## src/rtl/mips_pkg.sv

```systemverilog
// Shared definitions for the multi-cycle MIPS core: opcode/funct values,
// FSM state encoding, ALU operation codes and small decode/ALU helpers.
package mips_pkg;

  localparam int unsigned XLEN    = 32;
  localparam int unsigned REG_AW  = 5;
  localparam int unsigned NUM_REG = 32;

  localparam logic [5:0] OP_RTYPE = 6'h00;
  localparam logic [5:0] OP_J     = 6'h02;
  localparam logic [5:0] OP_BEQ   = 6'h04;
  localparam logic [5:0] OP_BNE   = 6'h05;
  localparam logic [5:0] OP_ADDI  = 6'h08;
  localparam logic [5:0] OP_LW    = 6'h23;
  localparam logic [5:0] OP_SW    = 6'h2B;

  localparam logic [5:0] FN_ADD = 6'h20;
  localparam logic [5:0] FN_SUB = 6'h22;
  localparam logic [5:0] FN_AND = 6'h24;
  localparam logic [5:0] FN_OR  = 6'h25;
  localparam logic [5:0] FN_SLT = 6'h2A;

  typedef enum logic [2:0] {
    S_FETCH     = 3'd0,
    S_DECODE    = 3'd1,
    S_EXECUTE   = 3'd2,
    S_MEMORY    = 3'd3,
    S_WRITEBACK = 3'd4,
    S_HALT      = 3'd5
  } state_t;

  typedef enum logic [2:0] {
    ALU_ADD = 3'd0,
    ALU_SUB = 3'd1,
    ALU_AND = 3'd2,
    ALU_OR  = 3'd3,
    ALU_SLT = 3'd4
  } alu_op_t;

  // R-type funct to ALU operation; unknown functs never reach EXECUTE.
  function automatic alu_op_t funct_to_alu(input logic [5:0] funct);
    alu_op_t op;
    op = ALU_ADD;
    case (funct)
      FN_SUB:  op = ALU_SUB;
      FN_AND:  op = ALU_AND;
      FN_OR:   op = ALU_OR;
      FN_SLT:  op = ALU_SLT;
      default: op = ALU_ADD;
    endcase
    return op;
  endfunction

  function automatic logic [XLEN-1:0] alu_eval(input alu_op_t op,
                                               input logic [XLEN-1:0] a,
                                               input logic [XLEN-1:0] b);
    logic [XLEN-1:0] r;
    r = '0;
    case (op)
      ALU_ADD: r = a + b;
      ALU_SUB: r = a - b;
      ALU_AND: r = a & b;
      ALU_OR:  r = a | b;
      ALU_SLT: r = {{(XLEN-1){1'b0}}, ($signed(a) < $signed(b))};
      default: r = '0;
    endcase
    return r;
  endfunction

  function automatic logic is_legal(input logic [5:0] opcode,
                                    input logic [5:0] funct,
                                    input logic       enable_jump);
    logic ok;
    ok = 1'b0;
    case (opcode)
      OP_RTYPE: ok = (funct == FN_ADD) || (funct == FN_SUB) || (funct == FN_AND) ||
                     (funct == FN_OR)  || (funct == FN_SLT);
      OP_ADDI, OP_LW, OP_SW, OP_BEQ, OP_BNE: ok = 1'b1;
      OP_J:     ok = enable_jump;
      default:  ok = 1'b0;
    endcase
    return ok;
  endfunction

endpackage

```

## src/rtl/regfile_2r1w.sv

```systemverilog
// 32x32 register file: two asynchronous read ports, one synchronous write
// port, register 0 hardwired to zero, asynchronous active-low clear.
//   clk, rst_n        : clock, async active-low clear of all registers
//   raddr_a/rdata_a   : read port A
//   raddr_b/rdata_b   : read port B
//   we/waddr/wdata    : write port (writes to register 0 are dropped)
module regfile_2r1w
  import mips_pkg::*;
(
  input  logic              clk,
  input  logic              rst_n,
  input  logic [REG_AW-1:0] raddr_a,
  output logic [XLEN-1:0]   rdata_a,
  input  logic [REG_AW-1:0] raddr_b,
  output logic [XLEN-1:0]   rdata_b,
  input  logic              we,
  input  logic [REG_AW-1:0] waddr,
  input  logic [XLEN-1:0]   wdata
);

  logic [XLEN-1:0] regs [NUM_REG];

  // Storage with async clear.
  always_ff @(posedge clk or negedge rst_n) begin
    if (!rst_n) begin
      for (int i = 0; i < int'(NUM_REG); i++) regs[i] <= '0;
    end else if (we && (waddr != '0)) begin
      regs[waddr] <= wdata;
    end
  end

  assign rdata_a = (raddr_a == '0) ? '0 : regs[raddr_a];
  assign rdata_b = (raddr_b == '0) ? '0 : regs[raddr_b];

endmodule

```

## src/rtl/mips_multicycle_core.sv

```systemverilog
// Multi-cycle MIPS core with one shared instruction/data memory port
// (req/ready handshake), halting on illegal instructions and misaligned
// data accesses, and a retired-instruction counter.
//   clock, reset          : rising-edge clock, async active-low reset
//   mem_req/we/addr/wdata : registered memory request, held until mem_ready
//   mem_rdata, mem_ready  : memory response
//   pc, halted            : current PC, sticky halt flag
//   retired_count         : completed instruction count (wraps)
module mips_multicycle_core
  import mips_pkg::*;
#(
  parameter logic [31:0] RESET_PC    = 32'h0000_0000,
  parameter int unsigned CNT_WIDTH   = 32,
  parameter bit          ENABLE_JUMP = 1'b1
) (
  input  logic                 clock,
  input  logic                 reset,
  output logic                 mem_req,
  output logic                 mem_we,
  output logic [XLEN-1:0]      mem_addr,
  output logic [XLEN-1:0]      mem_wdata,
  input  logic [XLEN-1:0]      mem_rdata,
  input  logic                 mem_ready,
  output logic [XLEN-1:0]      pc,
  output logic                 halted,
  output logic [CNT_WIDTH-1:0] retired_count
);

  state_t          state, state_nx;
  logic [XLEN-1:0] ir, a, b, target, alu_out, mdr;
  logic [XLEN-1:0] ir_nx, a_nx, b_nx, target_nx, alu_out_nx, mdr_nx, pc_nx;
  logic [XLEN-1:0] addr_nx, wdata_nx;
  logic            req_nx, we_nx, halted_nx;
  logic [CNT_WIDTH-1:0] count_nx;
  logic            retire, trap;

  logic [5:0]        opcode, funct;
  logic [REG_AW-1:0] rs, rt, rd;
  logic [XLEN-1:0]   imm_sext, rf_a, rf_b, alu_b, alu_res;
  logic              rf_we;
  logic [REG_AW-1:0] rf_waddr;
  logic [XLEN-1:0]   rf_wdata;

  assign opcode   = ir[31:26];
  assign rs       = ir[25:21];
  assign rt       = ir[20:16];
  assign rd       = ir[15:11];
  assign funct    = ir[5:0];
  assign imm_sext = {{16{ir[15]}}, ir[15:0]};

  // Shared ALU: R-type uses funct and B, everything else adds the immediate.
  assign alu_b   = (opcode == OP_RTYPE) ? b : imm_sext;
  assign alu_res = alu_eval((opcode == OP_RTYPE) ? funct_to_alu(funct) : ALU_ADD, a, alu_b);

  assign rf_we    = (state == S_WRITEBACK);
  assign rf_waddr = (opcode == OP_RTYPE) ? rd : rt;
  assign rf_wdata = (opcode == OP_LW) ? mdr : alu_out;

  regfile_2r1w u_rf (
    .clk     (clock),
    .rst_n   (reset),
    .raddr_a (rs),
    .rdata_a (rf_a),
    .raddr_b (rt),
    .rdata_b (rf_b),
    .we      (rf_we),
    .waddr   (rf_waddr),
    .wdata   (rf_wdata)
  );

  // State and datapath registers.
  always_ff @(posedge clock or negedge reset) begin
    if (!reset) begin
      state         <= S_FETCH;
      pc            <= RESET_PC;
      ir            <= '0;
      a             <= '0;
      b             <= '0;
      target        <= '0;
      alu_out       <= '0;
      mdr           <= '0;
      mem_req       <= 1'b0;
      mem_we        <= 1'b0;
      mem_addr      <= '0;
      mem_wdata     <= '0;
      halted        <= 1'b0;
      retired_count <= '0;
    end else begin
      state         <= state_nx;
      pc            <= pc_nx;
      ir            <= ir_nx;
      a             <= a_nx;
      b             <= b_nx;
      target        <= target_nx;
      alu_out       <= alu_out_nx;
      mdr           <= mdr_nx;
      mem_req       <= req_nx;
      mem_we        <= we_nx;
      mem_addr      <= addr_nx;
      mem_wdata     <= wdata_nx;
      halted        <= halted_nx;
      retired_count <= count_nx;
    end
  end

  // Next-state and next-register logic. Memory request registers are loaded
  // on entry to FETCH/MEMORY so the request is visible in that state.
  always_comb begin
    state_nx   = state;
    pc_nx      = pc;
    ir_nx      = ir;
    a_nx       = a;
    b_nx       = b;
    target_nx  = target;
    alu_out_nx = alu_out;
    mdr_nx     = mdr;
    req_nx     = mem_req;
    we_nx      = mem_we;
    addr_nx    = mem_addr;
    wdata_nx   = mem_wdata;
    halted_nx  = halted;
    count_nx   = retired_count;
    retire     = 1'b0;
    trap       = 1'b0;

    unique case (state)
      S_FETCH: begin
        if (!mem_req) begin
          // Only reached right after reset: launch the first fetch.
          req_nx  = 1'b1;
          we_nx   = 1'b0;
          addr_nx = pc;
        end else if (mem_ready) begin
          ir_nx    = mem_rdata;
          pc_nx    = pc + XLEN'(4);
          req_nx   = 1'b0;
          state_nx = S_DECODE;
        end
      end
      S_DECODE: begin
        a_nx      = rf_a;
        b_nx      = rf_b;
        target_nx = pc + {imm_sext[XLEN-3:0], 2'b00};
        if (!is_legal(opcode, funct, ENABLE_JUMP)) trap = 1'b1;
        else state_nx = S_EXECUTE;
      end
      S_EXECUTE: begin
        case (opcode)
          OP_RTYPE, OP_ADDI: begin
            alu_out_nx = alu_res;
            state_nx   = S_WRITEBACK;
          end
          OP_LW, OP_SW: begin
            alu_out_nx = alu_res;
            if (alu_res[1:0] != 2'b00) begin
              trap = 1'b1;
            end else begin
              req_nx   = 1'b1;
              we_nx    = (opcode == OP_SW);
              addr_nx  = alu_res;
              wdata_nx = b;
              state_nx = S_MEMORY;
            end
          end
          OP_BEQ: begin
            if (a == b) pc_nx = target;
            retire = 1'b1;
          end
          OP_BNE: begin
            if (a != b) pc_nx = target;
            retire = 1'b1;
          end
          OP_J: begin
            pc_nx  = {pc[31:28], ir[25:0], 2'b00};
            retire = 1'b1;
          end
          default: trap = 1'b1;
        endcase
      end
      S_MEMORY: begin
        if (mem_ready) begin
          req_nx = 1'b0;
          we_nx  = 1'b0;
          if (mem_we) begin
            retire = 1'b1;
          end else begin
            mdr_nx   = mem_rdata;
            state_nx = S_WRITEBACK;
          end
        end
      end
      S_WRITEBACK: retire = 1'b1;
      S_HALT: req_nx = 1'b0;
      default: trap = 1'b1;
    endcase

    // Retire: count and launch the next fetch from the updated PC.
    if (retire) begin
      state_nx = S_FETCH;
      req_nx   = 1'b1;
      we_nx    = 1'b0;
      addr_nx  = pc_nx;
      count_nx = retired_count + CNT_WIDTH'(1);
    end

    if (trap) begin
      state_nx  = S_HALT;
      halted_nx = 1'b1;
      req_nx    = 1'b0;
      we_nx     = 1'b0;
    end
  end

endmodule

```

## config.mk

```make
export PLATFORM = sky130hd
export DESIGN_NAME = mips_multicycle_core
export DESIGN_NICKNAME = d
export VERILOG_FILES = /design/src/rtl/mips_pkg.sv /design/src/rtl/regfile_2r1w.sv /design/src/rtl/mips_multicycle_core.sv
export SDC_FILE = /design/constraint.sdc
export NUM_CORES = 2
export LEC_CHECK = 0
export BUFFER_PORTS_ARGS = -buffer_cell sky130_fd_sc_hd__buf_2
export CORE_MARGIN = 2
export CORE_UTILIZATION = 45
export CTS_BUF_LIST = sky130_fd_sc_hd__clkbuf_2 sky130_fd_sc_hd__clkbuf_4 sky130_fd_sc_hd__clkbuf_8
export DETAILED_ROUTE_END_ITERATION = 8
export SLEW_MARGIN = 10
export SYNTH_ARGS = -nofsm -noshare
export SYNTH_HDL_FRONTEND = slang
export SYNTH_SLANG_ARGS = --single-unit
```

## constraint.sdc

```tcl
create_clock -name clock -period 7.3 [get_ports clock]
set_input_delay 1.46 -clock clock [delete_from_list [all_inputs] [get_ports clock]]
set_output_delay 1.46 -clock clock [all_outputs]
set_load 0.005 [all_outputs]
```

After elaboration in Yosys (flattened, before gate mapping). Index checks and enable logic that the tools add are counted. W data, S select, Z words.

Output and inout port bits: 131. Word-level logic and storage cells: 192. Bits in registers: 1350.

$lt $le $gt $ge: 5. Multiplexer cells: 62. Bitwise operators: 7. Equality and inequality tests: 35. Reduce and logical (&&, ||, !) cells: 32. Add/sub/neg operators: 5.

Operator list (number): $bwmux W1024 (1); $mux W32 (17); $bmux W32 S5 (2); $demux W32 S5 (1); $pmux W32 S5 (1); $pmux W32 S2 (2); $pmux W32 S3 (1); $add A32 B32 Y32 (2); $eq A6 B6 Y1 const B (7); $add A32 B1 Y32 const B (1); $add A32 B3 Y32 const B (1); $and A32 B32 Y32 (1); $eq A32 B32 Y1 (1); $lt A32 B32 Y1 (1); $ne A32 B32 Y1 (1); $or A32 B32 Y32 (1); $sub A32 B32 Y32 (1); $ne A4 B4 Y1 const B (7); $mux W3 (9); $pmux W3 S4 (2); $ge A6 B6 Y1 const B (3); $mux W1 (18); $not A5 Y6 (3); $eq A3 B2 Y1 const B (4); other kinds (36) (58).

Longest topological paths before layout.
Depth after elaboration: 11. Depth in mapped cells: 23. Gate-level depth less buffers: 17.

By module. Synthesis repeated with hierarchy kept, for this count alone.

Cell total of the unflattened synthesis: 6083. Area total of the unflattened synthesis: 75886.5 sq um.

Modules (own cells, without submodules): regfile_2r1w (instances 1, cells each 3624, area an instance 54444.7 sq um); mips_multicycle_core (instances 1, cells each 2459, area an instance 21441.8 sq um).

Worst setup path after synthesis. No wires, ideal clock.

Path kind: flip-flop to flip-flop. Start point: register ir[26]. End point: register mem_wdata[18]. Path buffers: 7. Arrival time: 4.422 ns. Slack: 2.753 ns. Required time: 7.175 ns. Cell stages (with the launch flop): 24. Period minus slack after synthesis: 4.547 ns. Path through: dfrtp_1 > nor3_2 > nand2_1 > clkbuf_1 > clkbuf_1 > and2_1 > clkbuf_1 > clkbuf_1 > a21o_1 > inv_1 > ha_1 > buf_2 > inv_1 > and4_1 > and2_1 > a221oi_2 > mux2i_1 > a41oi_2 > a21oi_2 > nor2_2 > nand2_1 > buf_4 > buf_6 > mux2_4.

Longest elaborated chain between the ends: 7.

Ends and longest elaborated chain: start, declared (line mips_multicycle_core.sv:30) `logic [XLEN-1:0] ir, a, b, target, alu_out, mdr;`; start signal, assigned (line mips_multicycle_core.sv:91) `ir <= ir_nx;`; $logic_not A6 Y1 (line mips_multicycle_core.sv:52, mips_multicycle_core.sv:53); $mux W32 or $mux W3 (tied branches) (line mips_multicycle_core.sv:52, mips_multicycle_core.sv:53); $sub A32 B32 Y32 (tied with other cells) (line mips_pkg.sv:61) `ALU_SUB: r = a - b;`; $pmux W32 S5 (line mips_pkg.sv:59) `case (op)`; $reduce_bool A2 Y1 (line mips_multicycle_core.sv:155) `if (alu_res[1:0] != 2'b00) begin`; $not A1 Y1 (no source line); $reduce_and A3 Y1 (no source line) *; end signal, assigned (line mips_multicycle_core.sv:100) `mem_wdata <= wdata_nx;`; end, declared (line mips_multicycle_core.sv:21) `output logic [XLEN-1:0] mem_wdata,`.

Every way passes the cells marked *; elsewhere a longest branch is shown, timed or not. A chain may end at the register's enable or synchronous reset.

Final worst setup path.
Start point: register ir[31]. End point: register mem_wdata[27].

The elaborated chain is that of the path after synthesis.

==> metrics.md <==
| Metric | Value |
|---|---|
| Via density | between 6 and 7 |
| Share of the synthesized area in the top cell type | 0.464 |
| Hold endpoint | u_rf.regs[992] |
| Combinational fraction of design power | 0.387 |
| Gp weighted congestion | just under 1 |
| Slew of the pin with the lowest slew margin | approximately 1.3 ns |
| Worst IR drop on VDD | 0.233 mV |
| R2R Setup Slk | 1.45 ns |
| Yosys warns | 0 |
| Full die area | roughly 0.16 mm2 |
| Placement Setup Slack | 1.64 ns |
| Min-Delay Path Depth | 0 |
| CTS tree | yes |
| Power spent charging and discharging nets | 11.6 mW |
| Global-route usage over all layers | 0.311 |
| Total area of multi-input combinational cells | 0.0365 mm2 |
| Layout cell share with drive strength beyond 1 | 0.232 |
| Routed wire length | 254000 um |
| Mean Syn Cell Area | 11.0 um2 |
| #FFs+latches synth | 1350 |
| Count of boundary I/O pins | 166 |
| Max_cap viols | 0 |
| Detailed-routing iteration count for the pre-antenna-repair pass | 6 |
| Switching portion of total power | 0.401 |
| Rows | 147 |
| Highest achievable clock rate | around 170 MHz |
| Port-buffer cells | 165 |
| CTS H-Tree Depth | 4 |
| Clock network fraction of total power | 0.250 |
| Count of routing violations after the opening detailed-route iteration | 6287 |
| Detailed-route via count | between 50k and 60k |
| Starting density of the core | 0.453 |
| Seq pwr share | 0.363 |
| Post-CTS Hold Fix Bufs | 0 |
| Die X-Extent | slightly above 400 um |
| Cells resized by post-CTS repair | 0 |
| Signal arrival time at the worst endpoint | 6.71 ns |
| Post-Synthesis Cell Area | 0.0728 mm2 |
| Net count reported at finish | 6704 |
| RSZ-0062 raised after global routing | false |
| Cell types occupying the most area after synthesis | dfrtp_1 46%, mux4_2 20%, o21ai_0 4.7% |
| Destination of the worst register-to-register timing path | mem_wdata[27] |
| Result of the run | finished, final reports clean |
| Number of buffers created by CTS | 222 |
| Final worst path period need | 5.85 ns |
| Worst Hold Launch | u_rf.regs[992] |
| Type of origin of the critical path | register |
| Clock root buffer | clkbuf_8 |
| Final instance area | 0.0804 mm2 |
| Maximum buffer depth of the clock tree | 3 |
| Clock-pin slew on the worst setup and hold paths | 0.06 ns |
| Main flop type after synthesis | dfrtp_1 |
| Share of the yosys chip area belonging to registers | 0.464 |
| Clock skew | 0.0808 ns |
| Die height | 406 um |
| Count of unique library cells instantiated by Yosys | 91 |
| Data required time at the worst endpoint | 8.15 ns |
| Fin. max-slew vios | 0 |
| Worst slew margin relative to its limit | 0.161 |
| Static power due to leakage | 34.7 nW |
| Skew-Pair Late Insertion Delay | 1.04 ns |
| Residual overflow from global routing | 0 |
| Highest-count cells in the layout ignoring fill and taps | 1341 x dfrtp_1, 804 x nand2_1, 677 x o21ai_0 |
| Post-DP HPWL | 160000 um |
| Tightest Hold Check Type | register to register |
| Post-CTS Repair Setup Buffers | 0 |
| Pin count of the biggest net entering global routing | 162 |
| Synth-to-layout area growth | 10.5% |
| Core box area | 0.161 mm2 |
| Total power divided by cell area | 359 mW/mm2 |
| Setup TNS after final layout | 0 ns |
| Cell type with the largest total area after synthesis | dfrtp_1 |
| Synthesized netlist net count | 6796 |
| Fraction of registers with async set/reset | 1.00 |
| Critical path capture point type | register |
| Final-layout fill cell count | approximately 14k |
| Post-Synthesis Cells | 6631 |
| Tightest hold margin | 0.394 ns |
| Final worst path period share | 0.802 |
| Setup Viol. Count Final | 0 |
| Initial antenna violation count | 14 |
| Area taken by flip-flops and latches | 0.0338 mm2 |
| Routed WL per cell | 28.6 um |
| Vias in the first global route | 54.3k |
| Internal power | approximately 17 mW |
| Reg-to-reg critical path startpoint | ir[31] |
| Number of enable-type register cells in the synthesized netlist | 0 |
| Worst-path maximum fanout | 16 |
| Final critical-path setup slack | between 1 and 1.5 ns |
| Area after DPL | between 0.07 and 0.08 mm2 |
| Wire length of the first global-routing pass | about 370000 um |
| Sink count of the clock tree | between 1k and 1.5k |
| Count of endpoints failing hold in the final timing report | 0 |
| Commonest non-fill, non-tap cell in the layout | dfrtp_1 |
| Number of design rule violations left after detail routing | 0 |
| Remaining antenna violation count after routing | 0 |
| Start-to-end type of the worst setup path | register to register |
| Cell count of the worst reg-to-reg path | 18 |
## final cells by class
type,count,share of cell area
Multi-Input combinational cell,4539,0.454
Sequential cell,1350,0.420
Clock buffer,352,0.0545
Tap cell,2160,0.0336
Timing Repair Buffer,300,0.0259
Inverter,126,0.00594
Clock inverter,48,0.00543
Antenna cell,10,0.000311
## worst max path at each step
stage / startpoint / endpoint / slack, ns / cells after the start
after floorplan: ir[26] / mem_wdata[18] / 2.75 / 23
after global placement: ir[31] / mem_wdata[20] / 1.68 / 18
after detailed placement: ir[31] / mem_wdata[27] / 1.64 / 18
after CTS: ir[31] / mem_wdata[27] / 1.55 / 18
after global routing: ir[31] / mem_wdata[31] / 1.25 / 18
final: ir[31] / mem_wdata[27] / 1.45 / 18
## kinds of logic after synthesis
| family | Yosys count | synth area share |
|---|---|---|
| and+or+nand+nor | 1750 | 0.0995 |
| AOI/OAI and AO/OA | 1712 | 0.133 |
| DFF | 1350 | 0.464 |
| muxes | 846 | 0.229 |
| buffers and inverters | 742 | 0.0393 |
| adders and majority gates | 130 | 0.0227 |
| xor gates and xnor gates | 101 | 0.0122 |
## synth_stat cells (all sizes together) (11+ instances only)
cell type  instances
o21bai            19
o221ai            15
a31oi             31
a21oi            634
nand2            823
a211oi            41
nor4              22
a21o              56
dfrtp           1350
o211ai            24
o31ai             20
xor2              51
nor2             657
nor2b             14
ha               127
mux4             640
and2              22
nand4             28
o22ai             48
inv              126
a221o             19
clkbuf           444
and3              28
mux2              99
a221oi            20
buf              172
o21ai            685
or3               11
nand2b            19
xnor2             50
mux2i            107
nor3              48
nand3             48
## power groups by stage
stage | clock network [mW] | registers, mW | logic [mW]
finish | 7.21 | 10.5 | 11.2
global route | 7.66 | 10.6 | 12.0
CTS | 7.33 | 10.4 | 11.0
floorplan | 0 | 9.70 | 7.80
global placement | 0 | 10.4 | 10.9
detailed placement | 0 | 10.5 | 11.0
## per-layer routing
layer  wire [um]  vias to the layer above  GRT usage
met5          34                        -          0
met4       12900                        4      0.149
met3       22700                      603     0.0687
met2      115000                     2663      0.470
met1      104000                    28349      0.426
li1            -                    23947          -
## metrics by stage
stage	power, mW	utilization	instances
floorplan	17.5	-	6631
global placement	21.3	0.471	8475
detailed placement	21.5	0.471	8475
CTS	28.8	0.501	8875
global route	30.2	0.501	8881
finish	28.8	0.501	8885
## flip-flops by register name (all words and copies together) (netlist names)
register and cells:
u_rf.regs 1024, a 32, alu_out 32, b 32, ir 32, mdr 32
mem_addr 32, mem_wdata 32, pc 32, retired_count 32, target 32, state 3
halted 1, mem_req 1, mem_we 1
## worst max-delay path, stage by stage (launching register included)
cell      delay [ns]
dfrtp_1         0.44
nor3_4          0.33
and2_1          0.84
buf_4           0.35
a21o_1          0.16
inv_1           0.06
ha_1            0.54
inv_1           0.17
a21oi_1         0.28
o221ai_1        0.20
a221oi_2        0.32
mux2i_1         0.27
a41oi_2         0.08
a21oi_2         0.16
buf_4           0.21
nor2_2          0.07
nand2_2         0.44
buf_4           0.39
mux2_4          0.33
No activity file was read; power rests on OpenSTA's default activity.
